`src/rtl/softmax_row_arbiter.sv`:
```
// Row-granular round-robin arbiter that shares one softmax unit among N_REQ heads,
// holds the per-row config stable and steers each result row back to its issuing head.
module softmax_row_arbiter #(
  parameter int N_REQ     = 4,
  parameter int DATA_W    = 8,
  parameter int LEN_W     = 10,
  parameter int TAG_DEPTH = 4,
  localparam int HW       = (N_REQ > 1) ? $clog2(N_REQ) : 1
) (
  input  logic                      clk,
  input  logic                      rst_n,
  input  logic [N_REQ-1:0]          req_valid,
  output logic [N_REQ-1:0]          req_ready,
  input  logic [N_REQ*DATA_W-1:0]   req_data,
  input  logic [N_REQ-1:0]          req_last,
  input  logic [N_REQ*LEN_W-1:0]    req_length,
  input  logic [N_REQ*5-1:0]        req_scale_in,
  input  logic [N_REQ*4-1:0]        req_scale_out,
  output logic [LEN_W-1:0]          sm_length,
  output logic [4:0]                sm_scale_in,
  output logic [3:0]                sm_scale_out,
  output logic [DATA_W-1:0]         sm_data_in,
  output logic                      sm_valid_in,
  input  logic                      sm_ready_in,
  output logic                      sm_last_in,
  input  logic [DATA_W-1:0]         sm_data_out,
  input  logic                      sm_valid_out,
  input  logic                      sm_last_out,
  output logic [DATA_W-1:0]         rsp_data,
  output logic [N_REQ-1:0]          rsp_valid,
  output logic                      rsp_last,
  output logic                      err,
  output logic [HW-1:0]             err_head,
  output logic                      busy
);

  localparam int AW = $clog2(TAG_DEPTH);
  localparam logic [AW:0] DEPTH_C = (AW+1)'(TAG_DEPTH);

  typedef enum logic [1:0] {IDLE, ARB, STREAM} state_t;

  state_t state, state_nxt;

  logic [HW-1:0]     rr_ptr;
  logic [HW-1:0]     grant;
  logic [HW-1:0]     cand;
  logic              cand_found;
  logic              cfg_match;
  logic              grant_ok;
  logic [LEN_W-1:0]  beat_cnt;
  logic [LEN_W-1:0]  len_m1;
  logic              is_last_beat;
  logic              accept;
  logic              stream_err;
  logic              orphan;

  logic [LEN_W-1:0]  len_a  [N_REQ];
  logic [4:0]        sin_a  [N_REQ];
  logic [3:0]        sout_a [N_REQ];
  logic [DATA_W-1:0] data_a [N_REQ];

  logic [HW-1:0]     tag_mem [TAG_DEPTH];
  logic [AW-1:0]     wr_ptr, rd_ptr;
  logic [AW:0]       fifo_cnt;
  logic              fifo_empty, fifo_full;
  logic              push, pop;
  logic [N_REQ-1:0]  head_onehot;

  for (genvar i = 0; i < N_REQ; i++) begin : g_unpack
    assign len_a[i]  = req_length[i*LEN_W +: LEN_W];
    assign sin_a[i]  = req_scale_in[i*5 +: 5];
    assign sout_a[i] = req_scale_out[i*4 +: 4];
    assign data_a[i] = req_data[i*DATA_W +: DATA_W];
  end

  // First valid head at or after the RR pointer, wrapping around.
  always_comb begin
    int idx;
    cand       = '0;
    cand_found = 1'b0;
    for (int i = 0; i < N_REQ; i++) begin
      idx = int'(rr_ptr) + i;
      if (idx >= N_REQ) idx = idx - N_REQ;
      if (!cand_found && req_valid[idx]) begin
        cand_found = 1'b1;
        cand       = HW'(idx);
      end
    end
  end

  // A new row may only join rows already in flight if it uses the same config.
  assign cfg_match    = ({len_a[cand], sin_a[cand], sout_a[cand]} ==
                         {sm_length, sm_scale_in, sm_scale_out});
  assign grant_ok     = cand_found && !fifo_full && (fifo_empty || cfg_match);
  assign len_m1       = sm_length - LEN_W'(1);
  assign is_last_beat = (beat_cnt == len_m1);
  assign accept       = (state == STREAM) && req_valid[grant] && sm_ready_in;
  assign stream_err   = accept && (req_last[grant] != is_last_beat);
  assign orphan       = sm_valid_out && fifo_empty;

  always_ff @(posedge clk or negedge rst_n) begin
    if (!rst_n) state <= IDLE;
    else        state <= state_nxt;
  end

  always_comb begin
    state_nxt   = state;
    req_ready   = '0;
    sm_valid_in = 1'b0;
    sm_data_in  = '0;
    sm_last_in  = 1'b0;
    case (state)
      IDLE:   if (grant_ok) state_nxt = ARB;
      ARB:    state_nxt = STREAM;
      STREAM: begin
        req_ready[grant] = sm_ready_in;
        sm_valid_in      = req_valid[grant];
        sm_data_in       = data_a[grant];
        sm_last_in       = is_last_beat;
        if (accept && is_last_beat) state_nxt = IDLE;
      end
      default: state_nxt = IDLE;
    endcase
  end

  // Grant, config latch, beat counter and fairness pointer.
  always_ff @(posedge clk or negedge rst_n) begin
    if (!rst_n) begin
      rr_ptr       <= '0;
      grant        <= '0;
      beat_cnt     <= '0;
      sm_length    <= '0;
      sm_scale_in  <= '0;
      sm_scale_out <= '0;
    end else begin
      if (state == IDLE && grant_ok) grant <= cand;
      if (state == ARB) begin
        sm_length    <= len_a[grant];
        sm_scale_in  <= sin_a[grant];
        sm_scale_out <= sout_a[grant];
        beat_cnt     <= '0;
      end
      if (accept) begin
        beat_cnt <= beat_cnt + LEN_W'(1);
        if (is_last_beat)
          rr_ptr <= (grant == HW'(N_REQ-1)) ? '0 : grant + HW'(1);
      end
    end
  end

  always_ff @(posedge clk or negedge rst_n) begin
    if (!rst_n) begin
      err      <= 1'b0;
      err_head <= '0;
    end else if (!err) begin
      if (stream_err) begin
        err      <= 1'b1;
        err_head <= grant;
      end else if (orphan) begin
        err      <= 1'b1;
        err_head <= '0;
      end
    end
  end

  // Tag FIFO: one entry per row issued, popped when that row's last result leaves.
  assign push        = (state == ARB);
  assign pop         = sm_valid_out && sm_last_out && !fifo_empty;
  assign fifo_empty  = (fifo_cnt == '0);
  assign fifo_full   = (fifo_cnt == DEPTH_C);
  assign head_onehot = N_REQ'(1) << tag_mem[rd_ptr];

  always_ff @(posedge clk) begin
    if (push) tag_mem[wr_ptr] <= grant;
  end

  always_ff @(posedge clk or negedge rst_n) begin
    if (!rst_n) begin
      wr_ptr   <= '0;
      rd_ptr   <= '0;
      fifo_cnt <= '0;
    end else begin
      if (push) wr_ptr <= wr_ptr + AW'(1);
      if (pop)  rd_ptr <= rd_ptr + AW'(1);
      case ({push, pop})
        2'b10:   fifo_cnt <= fifo_cnt + (AW+1)'(1);
        2'b01:   fifo_cnt <= fifo_cnt - (AW+1)'(1);
        default: fifo_cnt <= fifo_cnt;
      endcase
    end
  end

  always_ff @(posedge clk or negedge rst_n) begin
    if (!rst_n) begin
      rsp_data  <= '0;
      rsp_valid <= '0;
      rsp_last  <= 1'b0;
    end else begin
      rsp_data  <= sm_data_out;
      rsp_valid <= fifo_empty ? '0 : (head_onehot & {N_REQ{sm_valid_out}});
      rsp_last  <= sm_valid_out && sm_last_out && !fifo_empty;
    end
  end

  assign busy = (state != IDLE) || !fifo_empty;

endmodule
```
`config.mk`:
```
export PLATFORM = sky130hd
export DESIGN_NAME = softmax_row_arbiter
export DESIGN_NICKNAME = d
export VERILOG_FILES = /design/src/rtl/softmax_row_arbiter.sv
export SDC_FILE = /design/constraint.sdc
export NUM_CORES = 1
export LEC_CHECK = 0
export CAP_MARGIN = 15
export CORE_MARGIN = 2
export CORE_UTILIZATION = 46
export DETAILED_ROUTE_END_ITERATION = 6
export GPL_TIMING_DRIVEN = 0
export HOLD_SLACK_MARGIN = 0.1
export MAX_ROUTING_LAYER = met4
export PLACE_DENSITY = 0.79
export SETUP_SLACK_MARGIN = 0.3
export SLEW_MARGIN = 20
export SYNTH_ARGS = -nofsm -noshare
export SYNTH_HDL_FRONTEND = slang
export SYNTH_SLANG_ARGS = --single-unit
```
`constraint.sdc`:
```
create_clock -name clk -period 3.35 [get_ports clk]
set_input_delay 1.005 -clock clk [delete_from_list [all_inputs] [get_ports clk]]
set_output_delay 1.005 -clock clk [all_outputs]
set_load 0.03 [all_outputs]
```
---- Word-level counts from Yosys, hierarchy flattened ----
Memories as Yosys holds them, arrays and structs flattened.
Cells that the tools add are included.
word-level totals
  latch bits .............................. 0
  bits of input ports ..................... 129
  memories kept ........................... 1
  output and inout bits ................... 50
  RAM bits ................................ 8
  logic and storage cells ................. 159
  register bits ........................... 58
  bits in read-only memories .............. 0
memories
  name     depth  bits a word  rd ports  clocked after memory_dff  write ports  line  source
  tag_mem  4      2            1         0                         1            62    logic [HW-1:0] tag_mem [TAG_DEPTH];
operators by class
  div/mod/pow operators ................... 0
  reductions and logical operators ........ 30
  bitwise logic cells ..................... 5
  order comparisons ....................... 12
  shift-type cells ........................ 1
  add/sub/neg operators ................... 14
  $mul .................................... 0
  equal/unequal tests ..................... 11
  multiplexer cells ....................... 70
operator list
  kind                                                          count
  less-than comparator 32 x 4 -> 1 bit (second input constant)  4
  2-to-1 mux 32 bit                                             4
  2-to-1 mux 10 bit                                             6
  binary-select mux 10 bit (select 2 bit)                       2
  2-to-1 mux 4 bit                                              6
  2-to-1 mux 8 bit                                              3
  2-to-1 mux 1 bit                                              22
  binary-select mux 5 bit (select 2 bit)                        2
  2-to-1 mux 5 bit                                              4
  == test 19 bit                                                1
  2-to-1 mux 2 bit                                              9
  binary-select mux 4 bit (select 2 bit)                        2
  binary-select mux 8 bit (select 2 bit)                        1
  greater-or-equal comparator 3 bit (second input constant)     5
  logical AND 1 bit                                             14
  binary-select mux 1 bit (select 2 bit)                        6
  subtractor 3 x 3 -> 4 bit (second input constant)             3
  adder 10 x 1 -> 10 bit (second input constant)                1
  == test 10 bit                                                1
  subtractor 10 x 1 -> 10 bit (second input constant)           1
  AND 4 bit                                                     2
  nonzero test 2 bit                                            4
  adder 2 x 1 -> 2 bit (second input constant)                  3
  adder 2 x 2 -> 3 bit (second input constant)                  2
  24 further kinds                                              35

---- Logic depth before layout (Yosys ltp) ----
Gate-level depths: netlist of the first run.
  depth after elaboration ................. 24
  mapped depth ............................ 12
  mapped depth without buffers ............ 11

---- Worst setup path before layout of the first run ----
OpenSTA, ideal clock, no wires.
  path kind ............................... register to output
  start point ............................. register sm_length[1]
  end point ............................... output sm_last_in
  arrival ................................. 2,676 ps
  cell stages (with the launch flop) ...... 9
  required time ........................... 2,345 ps
  path slack .............................. -331 ps
  path buffers ............................ 1
  cells stage by stage .................... dfrtp_1 > clkbuf_1 > inv_1 > ha_1 > xnor2_1 > or3_1 > nor4_1 > o2111ai_1 > nor3b_1
between the ends
  word-level cells in the longest chain between the ends .. 3
RTL lines
  item                         line  source
  start, declared              19    output logic [LEN_W-1:0] sm_length,
  start signal, assigned       138   sm_length <= len_a[grant];
  subtractor 10 x 1 -> 10 bit  95    assign len_m1 = sm_length - LEN_W'(1);
  == test 10 bit               96    assign is_last_beat = (beat_cnt == len_m1);
  2-to-1 mux 1 bit             112   case (state)
  end, declared                25    output logic sm_last_in,
No other way between the ends.

---- Final worst setup path of the first run ----
Same ends and word-level chain as after synthesis.

==> out/results.txt, run 1 <==
Status -> finished, violations left
Failing checks -> setup timing
Post-synthesis adder-cell area fraction -> 0.0306
Period Utilization, post-route -> 1.06
GR Overflow Total -> 0
Antenna violations before repair -> 0
LEAKAGE -> 3.32 nW
Sw Pwr -> 0.000764 W
Pre-CTS setup slack -> -1.24 ns
CTS tree -> built
Final hold slack -> 0.500 ns
Post-synthesis sequential area ratio -> 0.329
Hold WC Path Type -> input pin to async pin
CTS Buf Count -> 9
Reg-to-Reg End -> grant[0]
Root buf cell -> clkbuf_8
Synth-to-Final Area Change -> 57.9%
Hpwl dp -> 14000 um
Placeable core area -> 10900 um^2
Compound-Gate Fraction of Synth Area -> 0.149
Synth Warn # -> 0
Post-Syn Instances -> 544
Clock latency at the later pin of the worst-skew pair -> 0.36 ns
# DRC -> 0
Top FF cell, synth -> dfrtp_1
Diodes inserted -> 0
Synth Area in Simple Gates -> 0.258
Wirelength per Cell -> 21.7 um
Pin count of the biggest net entering global routing -> 47
Vias in the first global route -> 5704
Comb pwr share -> 0.287
NumNets Final -> 909
CP Max Fanout -> 4
Sw Share -> 0.316
Worst-Margin Slew -> 1.01 ns
Max-cap violations -> 0
P per Cell Area -> 297 nW/um^2
Die ar. -> 12000 um^2
Layout cells sized above 1 -> 0.259
Detailed Route WL -> 19800 um
Reg-to-Reg Start -> rr_ptr[1]
Mux share of post-synthesis cell area -> 0.158
Initial cell density of the core -> 0.473
CP arrival -> 2.55 ns
Die Y-Extent -> 110 um
CP max stage delay -> 0.42 ns
H-tree levels -> 3
Skew final -> 0.0126 ns
Slew Limit Fails -> 0
Xor/xnor share of the synthesized area -> 0.0357
Global-route wire length before repair -> 29000 um
GRT Total Usage -> 0.328
Sequential share of power -> 0.384
Setup slack after layout -> -0.203 ns
Max rail drop VDD -> 296 uV
Rel. slew slack -> 0.320
Max Freq -> 0.281 GHz
Iteration-0 DRC count of the detailed router -> 571
Worst Reg-to-Reg Cells -> 10
Commonest non-fill, non-tap cell in the layout -> clkdlybuf4s50_1
Synth unique cells -> 60
CP delay by family, top -> simple AND/OR/NAND/NOR gates
Most frequent cells in the layout -> clkdlybuf4s50_1 (125), nand2_1 (77), dfrtp_1 (53), and3_1 (40), buf_4 (35)
FF+latch count, synth -> 66
Async S/R FF share, synth -> 0.879
Cell Chain, Critical Path -> buf_8 -> inv_4 -> ha_4 -> nand2b_4 -> o31a_1 -> or3_4 -> nor4_4 -> o2111ai_4 -> nor3b_4 -> buf_6
Power share of the clock group -> 0.329
Startpoint Class -> flop
Post-route setup TNS -> -0.471 ns
Synth Net Count -> 685
CP required -> 2.34 ns
Die width -> 110 um
EDFF count, synth -> 8
DRT antenna net count -> 0
Number of core rows -> 38
CP max-delay cell -> dfrtp_2
Port-buffer cells -> 178
Crit. End Element -> primary output
Routability cong. -> 0.906
Vias per inst -> 6.33
CTS Buffer Depth -> 2
Crit path kind -> flop to primary output
Clock Pin Slew Worst Setup and Hold Paths -> 0.09 ns
DR pass1 iterations -> 5
RSZ-0062 raised after global routing -> yes
Cts hold-fix bufs -> 0
Io pins -> 179
Combinational family with the most area after synthesis -> simple AND/OR/NAND/NOR gates
CTS Sinks -> 66
Cell area after synthesis -> 5150 um^2
DP Cell Count -> 863
Endpoints failing setup -> 4
Post-route minimum period -> 3.55 ns
Vias -> 5781
Pint -> 0.00165 W
R2R Setup Slk -> 0.05 ns
Syn_area_per_cell -> 9.46 um^2
Worst path buffer plus inverter count -> 3
Final hold violation count -> 0
Non-filler cells, final -> 913
## how the worst max path moves through the flow
stage	cells after the start	endpoint	slack, ns	from
after floorplan	10	grant[0]	0.06	req_valid[1]
after global placement	13	grant[0]	-1.09	req_valid[3]
after detailed placement	13	grant[0]	-1.24	req_valid[3]
after CTS	10	sm_last_in	-0.25	sm_length[1]
after global routing	10	sm_last_in	-0.30	sm_length[1]
final	10	sm_last_in	-0.20	sm_length[1]
## sequential cells by signal, summed over array words and instances, names as in the netlist, 3 cells and up
register and flops:
beat_cnt 10, sm_length 10, rsp_data 8, tag_mem 8
sm_scale_in 5, rsp_valid 4, sm_scale_out 4, fifo_cnt 3
## layout make-up
| type | instances | area [um^2] |
|---|---|---|
| flip-flops and latches | 66 | 1700 |
| well taps | 140 | 175 |
| inverters | 12 | 47.5 |
| clock inverters | 7 | 100 |
| multi-input cells | 428 | 3610 |
| clock buffers | 9 | 124 |
| plain buffers | 38 | 313 |
| repair buffers | 213 | 2060 |
| fillers | 726 | 2760 |
## power by group through the flow
stage          Combinational, W  Clock, W  Sequential (W)
3_3_place_gp           0.000590         0        0.000932
3_5_place_dp           0.000619         0        0.000939
5_1_grt                0.000739  0.000828        0.000935
2_1_floorplan          0.000299         0        0.000942
4_1_cts                0.000655  0.000792        0.000926
6_report               0.000692  0.000795        0.000928
## routing by layer
layer  up-vias  share of wire  track usage
met5         -              0            -
met4         0          0.045        0.153
met3       101          0.096       0.0599
met2       401           0.48        0.525
met1      2778           0.38        0.405
li1       2501              -            -
## cells in the mapped netlist (3+ instances only)
cell type / n / area, um^2
or4_1: 16 / 120
ha_1: 11 / 138
nand4_1: 11 / 68.8
xnor2_1: 10 / 87.6
or3_1: 4 / 25.0
o31ai_1: 4 / 30.0
o211ai_1: 17 / 128
mux2i_1: 8 / 80.1
and3_1: 44 / 275
inv_1: 12 / 45.0
o2111ai_1: 4 / 35.0
edfxtp_1: 8 / 240
o21ai_1: 3 / 15.0
nand3_1: 15 / 75.1
and2_1: 14 / 87.6
nand2_1: 79 / 297
nor3_1: 6 / 30.0
a211oi_1: 12 / 90.1
xor2_1: 11 / 96.3
a21oi_1: 8 / 40.0
nor2b_1: 8 / 50.1
buf_2: 9 / 45.0
nand3b_1: 4 / 30.0
a21o_1: 3 / 22.5
clkbuf_1: 25 / 93.8
dfrtp_1: 58 / 1450
o21a_1: 3 / 22.5
nor3b_1: 4 / 30.0
a21boi_1: 14 / 105
nand2b_1: 4 / 25.0
nor4_1: 4 / 25.0
mux4_2: 31 / 698
o21ai_0: 23 / 115
nor2_1: 23 / 86.3
buf_1: 3 / 11.3
## kinds of logic (layout without fill, tap and decap cells)
logic type,Yosys count,in the layout
fa+ha+maj,12,12
buf+inv,50,279
flops,66,66
xor+xnor,21,21
compound gates,108,108
simple gates,245,245
mux,42,42
## metrics by stage
stage	total power, W	util	area (um^2)
floorplan	0.00124	-	5200
global placement	0.00152	0.658	7160
detailed placement	0.00156	0.660	7190
CTS	0.00237	0.721	7850
global route	0.00250	0.746	8130
finish	0.00242	0.746	8130
## worst reg2reg max path, stage by stage (launching register included)
cell and delay, ns:
dfrtp_1 0.47, nor2_1 0.40, o21ai_2 0.13, and3_2 0.27
clkbuf_8 0.19, or4_1 0.50, nand4_1 0.12, o2111ai_2 0.16
or3_4 0.40, a222oi_1 0.38, nand2_1 0.14
## timing repair
item	CTS	global route
cloned	0	1
setup buffers	26	7
gates resized for setup	218	53
pin swaps	20	16
endpoints found under the setup margin	18	14
Note: power is estimated with default switching activity, not from simulation.
==> run 2, diff against run 1 <==
- CELL_PAD_IN_SITES_DETAIL_PLACEMENT: not set -> 2
- CELL_PAD_IN_SITES_GLOBAL_PLACEMENT: not set -> 2
- CORE_UTILIZATION: 46 -> 27
==> run 2 against run 1 <==
Against the previous run:
- the run still ends with setup timing left
- clock-buffer cell count unchanged
- clock skew about the same
- combinational power up 5.9%
- first-iteration DRC count down 39%
- non-clock buffer count unchanged
- clock power up 38%
- utilization down 30 points
- global-route usage down 6.4 points
- sequential power up 1%
- critical path depth unchanged
- critical endpoint unchanged
- largest power group is now clock
- highest routed layer unchanged
==> out/results.txt, run 2 (synthesis gave the netlist of run 1 again) <==
Status -> finished, violations left
Detailed Route WL -> 26000 um (+31%)
Clock Pin Slew Worst Setup and Hold Paths -> 0.06 ns (-0.03 ns)
Non-filler cells, final -> 1009 (+11%)
DRT antenna net count -> 0 (unchanged)
Hold WC Path Type -> input pin to async pin
P per Cell Area -> 333 nW/um^2 (+12%)
Synth-to-Final Area Change -> 61.3%
Vias in the first global route -> 6498 (+14%)
Biggest regs -> beat_cnt (10), sm_length (10)
Port-buffer cells -> 178 (unchanged)
CTS Sinks -> 66 (unchanged)
Most frequent cells in the layout -> clkdlybuf4s50_1 (126), nand2_1 (78), dfrtp_1 (53), and3_1 (43)
DP Cell Count -> 957 (+11%)
Antenna violations before repair -> 2 (+2)
Wirelength per Cell -> 25.8 um (+19%)
Die width -> 142 um (+29%)
Initial cell density of the core -> 0.275 (-0.198)
GR Overflow Total -> 0 (unchanged)
CP delay by family, top -> simple AND/OR/NAND/NOR gates
Vias per inst -> 5.71 (-9.9%)
Cell Chain, Critical Path -> clkbuf_8 -> inv_4 -> ha_4 -> nand2b_4 -> o31a_1 -> or3_4 -> nor4_4 -> o2111ai_4 -> nor3b_4 -> buf_6
GRT Total Usage -> 0.264 (-0.0643)
Die ar. -> 20200 um^2 (+67%)
Crit. End Element -> primary output
Filler cells -> 1971 (+170%)
Global-route wire length before repair -> 38900 um (+34%)
CTS Buffer Depth -> 2 (unchanged)
Cts hold-fix bufs -> 0 (unchanged)
Setup slack after layout -> -0.244 ns (-0.0410 ns)
Number of core rows -> 50 (+32%)
Clock latency at the later pin of the worst-skew pair -> 0.35 ns (about the same)
Max-cap violations -> 0 (unchanged)
Post-route cell area -> 8300 um^2 (+2.1%)
CP arrival -> 2.59 ns (+0.04 ns)
Startpoint Class -> flop
Slew Limit Fails -> 0 (unchanged)
Endpoints failing setup -> 3 (-1)
Placeable core area -> 18700 um^2 (+72%)
Post-route minimum period -> 3.59 ns (+0.0410 ns)
Failing checks -> setup timing
NumNets Final -> 909 (unchanged)
Root buf cell -> clkbuf_16
CTS Buf Count -> 9 (unchanged)
CTS tree -> built
Final hold violation count -> 0 (unchanged)
Post-route setup TNS -> -0.433 ns (+0.0375 ns)
Rel. slew slack -> 0.379 (+0.0587)
DR pass1 iterations -> 5 (unchanged)
Hpwl dp -> 18300 um (+31%)
Crit path kind -> flop to primary output
Commonest non-fill, non-tap cell in the layout -> clkdlybuf4s50_1
Max rail drop VDD -> 252 uV (-15%)
Final hold slack -> 0.503 ns (+0.00318 ns)
Routability cong. -> 0.892 (-1.5%)
Worst-Margin Slew -> 0.932 ns (-0.0749 ns)
Worst path buffer plus inverter count -> 3 (unchanged)
CP Max Fanout -> 4 (unchanged)
Io pins -> 179 (unchanged)
Skew final -> 0.0129 ns (+0.000358 ns)
Period Utilization, post-route -> 1.07 (+0.0122)
Pin count of the biggest net entering global routing -> 50 (+6.4%)
CP max stage delay -> 0.41 ns (about the same)
Vias -> 5757 (-0.42%)
Max Freq -> 0.278 GHz (-1.1%)
Iteration-0 DRC count of the detailed router -> 348 (-39%)
RSZ-0062 raised after global routing -> yes
Layout cells sized above 1 -> 0.251 (-0.00776)
Die Y-Extent -> 142 um (+29%)
H-tree levels -> 3 (unchanged)
# DRC -> 0 (unchanged)
CP required -> 2.34 ns (about the same)
Placed Area -> 7300 um^2 (+1.6%)
CP max-delay cell -> dfrtp_2
LEAKAGE -> 3.35 nW (+0.88%)
run 2: cell count changes in the layout (fill, tap and decap cells not counted), sizes merged:
cell           before  now
buf                66   68
clkbuf             32   33
clkdlybuf4s15       2    9
clkdlybuf4s18       1    0
clkdlybuf4s50     125  126
diode               0    2
dlygate4sd2        33   24
dlymetal6s2s        1    0
run 2: final timing paths:
path | from | endpoint | slack [ns] | depth (start not counted)
setup / recovery | sm_length[1] | sm_last_in | -0.24 | 10
hold / removal | rst_n | sm_length[2] | 0.50 | 1
setup reg to reg | rr_ptr[1] | grant[0] | 0.07 | 12
hold reg to reg | err_head[0] | err_head[0] | 0.52 | 1
max in group asynchronous | rst_n | sm_length[1] | 2.31 | 2
min in group clk | err_head[0] | err_head[0] | 0.52 | 1
run 2: report_power, final:
part	internal [W]	total [W]	switching [W]	leakage, nW
logic	0.000370	0.000733	0.000362	2.47
clock network	0.000660	0.00110	0.000437	0.160
registers	0.000862	0.000937	0.0000751	0.715
run 2: layout make-up:
type / count / area [um^2] / area share
antenna: 2 / 5.00 / 0.000603
buffer: 38 / 319 / 0.0384
clock buffer: 9 / 225 / 0.0271
clock inverter: 7 / 100 / 0.0121
inverter: 12 / 47.5 / 0.00573
multi-input combinational: 428 / 3550 / 0.428
sequential: 66 / 1700 / 0.205
tap: 234 / 293 / 0.0353
timing repair buffer: 213 / 2060 / 0.248
run 2: stage by stage:
stage,utilization,total power [W],setup WS [ns]
2_1_floorplan,-,0.00124,0.0649
3_3_place_gp,0.389,0.00155,-1.33
3_5_place_dp,0.391,0.00159,-1.45
4_1_cts,0.439,0.00273,-0.362
5_1_grt,0.444,0.00287,-0.359
6_report,0.444,0.00277,-0.244
run 2: per-layer routing:
layer	vias up	track usage	part of all wire
li1	2503	-	-
met1	2956	0.311	0.39
met2	251	0.464	0.53
met3	47	0.0441	0.057
met4	0	0.0763	0.021
met5	-	-	0
run 2: repair_timing:
action                                 in CTS  in global routing
endpoints found under the hold margin       0                  0
buffers inserted                           28                  3
gates cloned                                3                  0
resized for setup                         240                 37
setup endpoints to repair                  20                 18
pin swaps                                  24                 12
==> run 3, diff against run 2 <==
- ABC_CLOCK_PERIOD_IN_PS: not set -> 3350
- GPL_TIMING_DRIVEN: 0 -> not set
==> run 3 against run 2 <==
Against the previous run:
- sequential cell count unchanged
- clock-buffer cell count unchanged
- clock skew down 0.0046 ns
- non-clock buffer count up 17
- sequential power down 1%
- final area up 5.7%
- largest power group unchanged
- register-to-register slack worse by 0.14 ns
- the run still ends with setup timing left
- die area unchanged
- setup slack worse by 0.033 ns
==> out/results.txt, run 3 (synthesis gave the netlist of run 1 again) <==
Vias per inst -> 5.87 (+3.0%)
CTS tree -> built
Skew final -> 0.00835 ns (-0.00459 ns)
Power Total -> 0.00285 W (+3.2%)
Placeable core area -> 18700 um^2 (unchanged)
Power share of the clock group -> 0.383 (-0.014)
Hpwl dp -> 17700 um (-3.5%)
Rel. slew slack -> 0.557 (+0.179)
Pre-CTS setup slack -> -0.866 ns (+0.583 ns)
Worst path buffer plus inverter count -> 3 (unchanged)
Sequential share of power -> 0.325 (-0.014)
Diodes inserted -> 0 (-2)
Reg-to-Reg Start -> rr_ptr[1]
Biggest regs -> beat_cnt (10), sm_length (10)
CP delay by family, top -> simple AND/OR/NAND/NOR gates
HP Start -> rd_ptr[1]
Failing checks -> setup timing
Die width -> 142 um (unchanged)
Root buf cell -> clkbuf_16
GRT Total Usage -> 0.271 (+0.00712)
Sw Pwr -> 0.000905 W (+3.5%)
Setup slack after layout -> -0.277 ns (-0.0332 ns)
Hold Crit Depth -> 1
Crit path kind -> flop to primary output
Filler cells -> 1899 (-3.7%)
Routability cong. -> 0.831 (-6.8%)
Commonest non-fill, non-tap cell in the layout -> clkdlybuf4s50_1
Status -> finished, violations left
LEAKAGE -> 3.49 nW (+4.2%)
Antenna violations before repair -> 0 (-2)
WHS Endpoint -> rd_ptr[1]
GR Overflow Total -> 0 (unchanged)
Period Utilization, post-route -> 1.08 (+0.00992)
Synth-to-Final Area Change -> 70.5%
Iteration-0 DRC count of the detailed router -> 429 (+23%)
RSZ-0062 raised after global routing -> yes
Initial cell density of the core -> 0.275 (unchanged)
CTS Sinks -> 66 (unchanged)
Crit. End Element -> primary output
Wirelength per Cell -> 27.9 um (+8.1%)
P per Cell Area -> 325 nW/um^2 (-2.4%)
Cell Chain, Critical Path -> buf_4 -> nor3_2 -> buf_4 -> nand3_1 -> o22ai_1 -> a32o_1 -> o2111ai_4 -> nor3b_4 -> buf_12
Max Freq -> 0.276 GHz (-0.92%)
Detailed Route WL -> 28500 um (+9.8%)
Number of core rows -> 50 (unchanged)
Non-filler cells, final -> 1024 (+1.5%)
CTS Buffer Depth -> 2 (unchanged)
NumNets Final -> 926 (+1.9%)
Final hold slack -> 0.519 ns (+0.0158 ns)
CP required -> 2.34 ns (about the same)
Clock Pin Slew Worst Setup and Hold Paths -> 0.07 ns (about the same)
DR pass1 iterations -> 5 (unchanged)
DRT antenna net count -> 0 (unchanged)
Vias in the first global route -> 6596 (+1.5%)
CP max stage delay -> 0.42 ns (about the same)
Slew Limit Fails -> 0 (unchanged)
Clock latency at the later pin of the worst-skew pair -> 0.34 ns (about the same)
Post-route setup TNS -> -0.803 ns (-0.370 ns)
Worst-Margin Slew -> 0.664 ns (-0.268 ns)
Port-buffer cells -> 178 (unchanged)
Pint -> 0.00195 W (+3.0%)
Pin count of the biggest net entering global routing -> 30 (-40%)
# DRC -> 0 (unchanged)
Final hold violation count -> 0 (unchanged)
Worst Reg-to-Reg Cells -> 10 (-2)
R2R Setup Slk -> -0.07 ns (-0.14 ns)
Endpoints failing setup -> 4 (+1)
Post-route minimum period -> 3.63 ns (+0.0332 ns)
Most frequent cells in the layout -> clkdlybuf4s50_1 (127), nand2_1 (78), buf_4 (71), dfrtp_1 (55)
Comb pwr share -> 0.293 (+0.028)
Max-cap violations -> 0 (unchanged)
Startpoint Class -> flop
H-tree levels -> 3 (unchanged)
Vias -> 6015 (+4.5%)
CP Max Fanout -> 3 (-1)
DP Cell Count -> 985 (+2.9%)
CP max-delay cell -> dfrtp_1
CP most frequent cell -> buf_4
CTS Buf Count -> 9 (unchanged)
Die Y-Extent -> 142 um (unchanged)
Layout cells sized above 1 -> 0.309 (+0.0579)
Hold WC Path Type -> flop to flop
Global-route wire length before repair -> 40100 um (+3.1%)
Reg-to-Reg End -> grant[0]
Io pins -> 179 (unchanged)
Max rail drop VDD -> 247 uV (-2.1%)
Die ar. -> 20200 um^2 (unchanged)
Sw Share -> 0.317 (+0.000936)
CP arrival -> 2.62 ns (+0.03 ns)
run 3: cell count changes in the layout (fill, tap and decap cells not counted), sizes merged, moves of 2 or more:
cell / change
buf: +40
clkbuf: -23
clkdlybuf4s15: -5
diode: -2
dlygate4sd2: +4
run 3: worst max-delay path by stage:
stage / from / depth (start not counted) / end / slack (ns)
floorplan: req_valid[1] / 10 / grant[0] / 0.06
global placement: req_valid[3] / 12 / grant[0] / -0.67
detailed placement: req_valid[3] / 10 / grant[0] / -0.87
CTS: sm_length[1] / 9 / sm_last_in / -0.25
global route: sm_length[1] / 10 / sm_last_in / -0.33
finish: sm_length[0] / 9 / sm_last_in / -0.28
run 3: per-stage QoR:
step	area, um^2	util
final	8780	0.469
after global routing	8780	0.469
after CTS	8540	0.457
after detailed placement	7650	0.409
after global placement	7650	0.409
after floorplan	5200	-
run 3: power by group through the flow:
stage                     logic, W  clock network, W  registers (W)
after floorplan           0.000299                 0       0.000942
after global placement    0.000653                 0       0.000934
after detailed placement  0.000688                 0       0.000941
after CTS                 0.000770           0.00111       0.000927
after global routing      0.000887           0.00114       0.000937
final                     0.000836           0.00109       0.000927
run 3: layer usage:
layer | routed length [um] | part of all wire | track usage
met1 | 10900 | 0.38 | 0.315
met2 | 15000 | 0.53 | 0.468
met3 | 1480 | 0.052 | 0.0508
met4 | 1080 | 0.038 | 0.0995
met5 | 0 | 0 | -
run 3: final cells by class:
cell class                      instances  area [um^2]  share of cell area
Clock inverter                          7          103              0.0117
Tap cell                              234          293              0.0334
Clock buffer                            9          225              0.0257
Timing Repair Buffer                  268         2650               0.302
Inverter                               12         45.0             0.00513
Multi-Input combinational cell        428         3760               0.429
Sequential cell                        66         1700               0.194
run 3: timing repair:
action                                  4_1_cts  5_1_grt
hold buffers                                  0        0
endpoints found under the setup margin       17        9
cloned                                        3        1
endpoints found under the hold margin         0        0
pin swaps                                    46       28
setup buffers                                14        5
gates resized for setup                     194       39
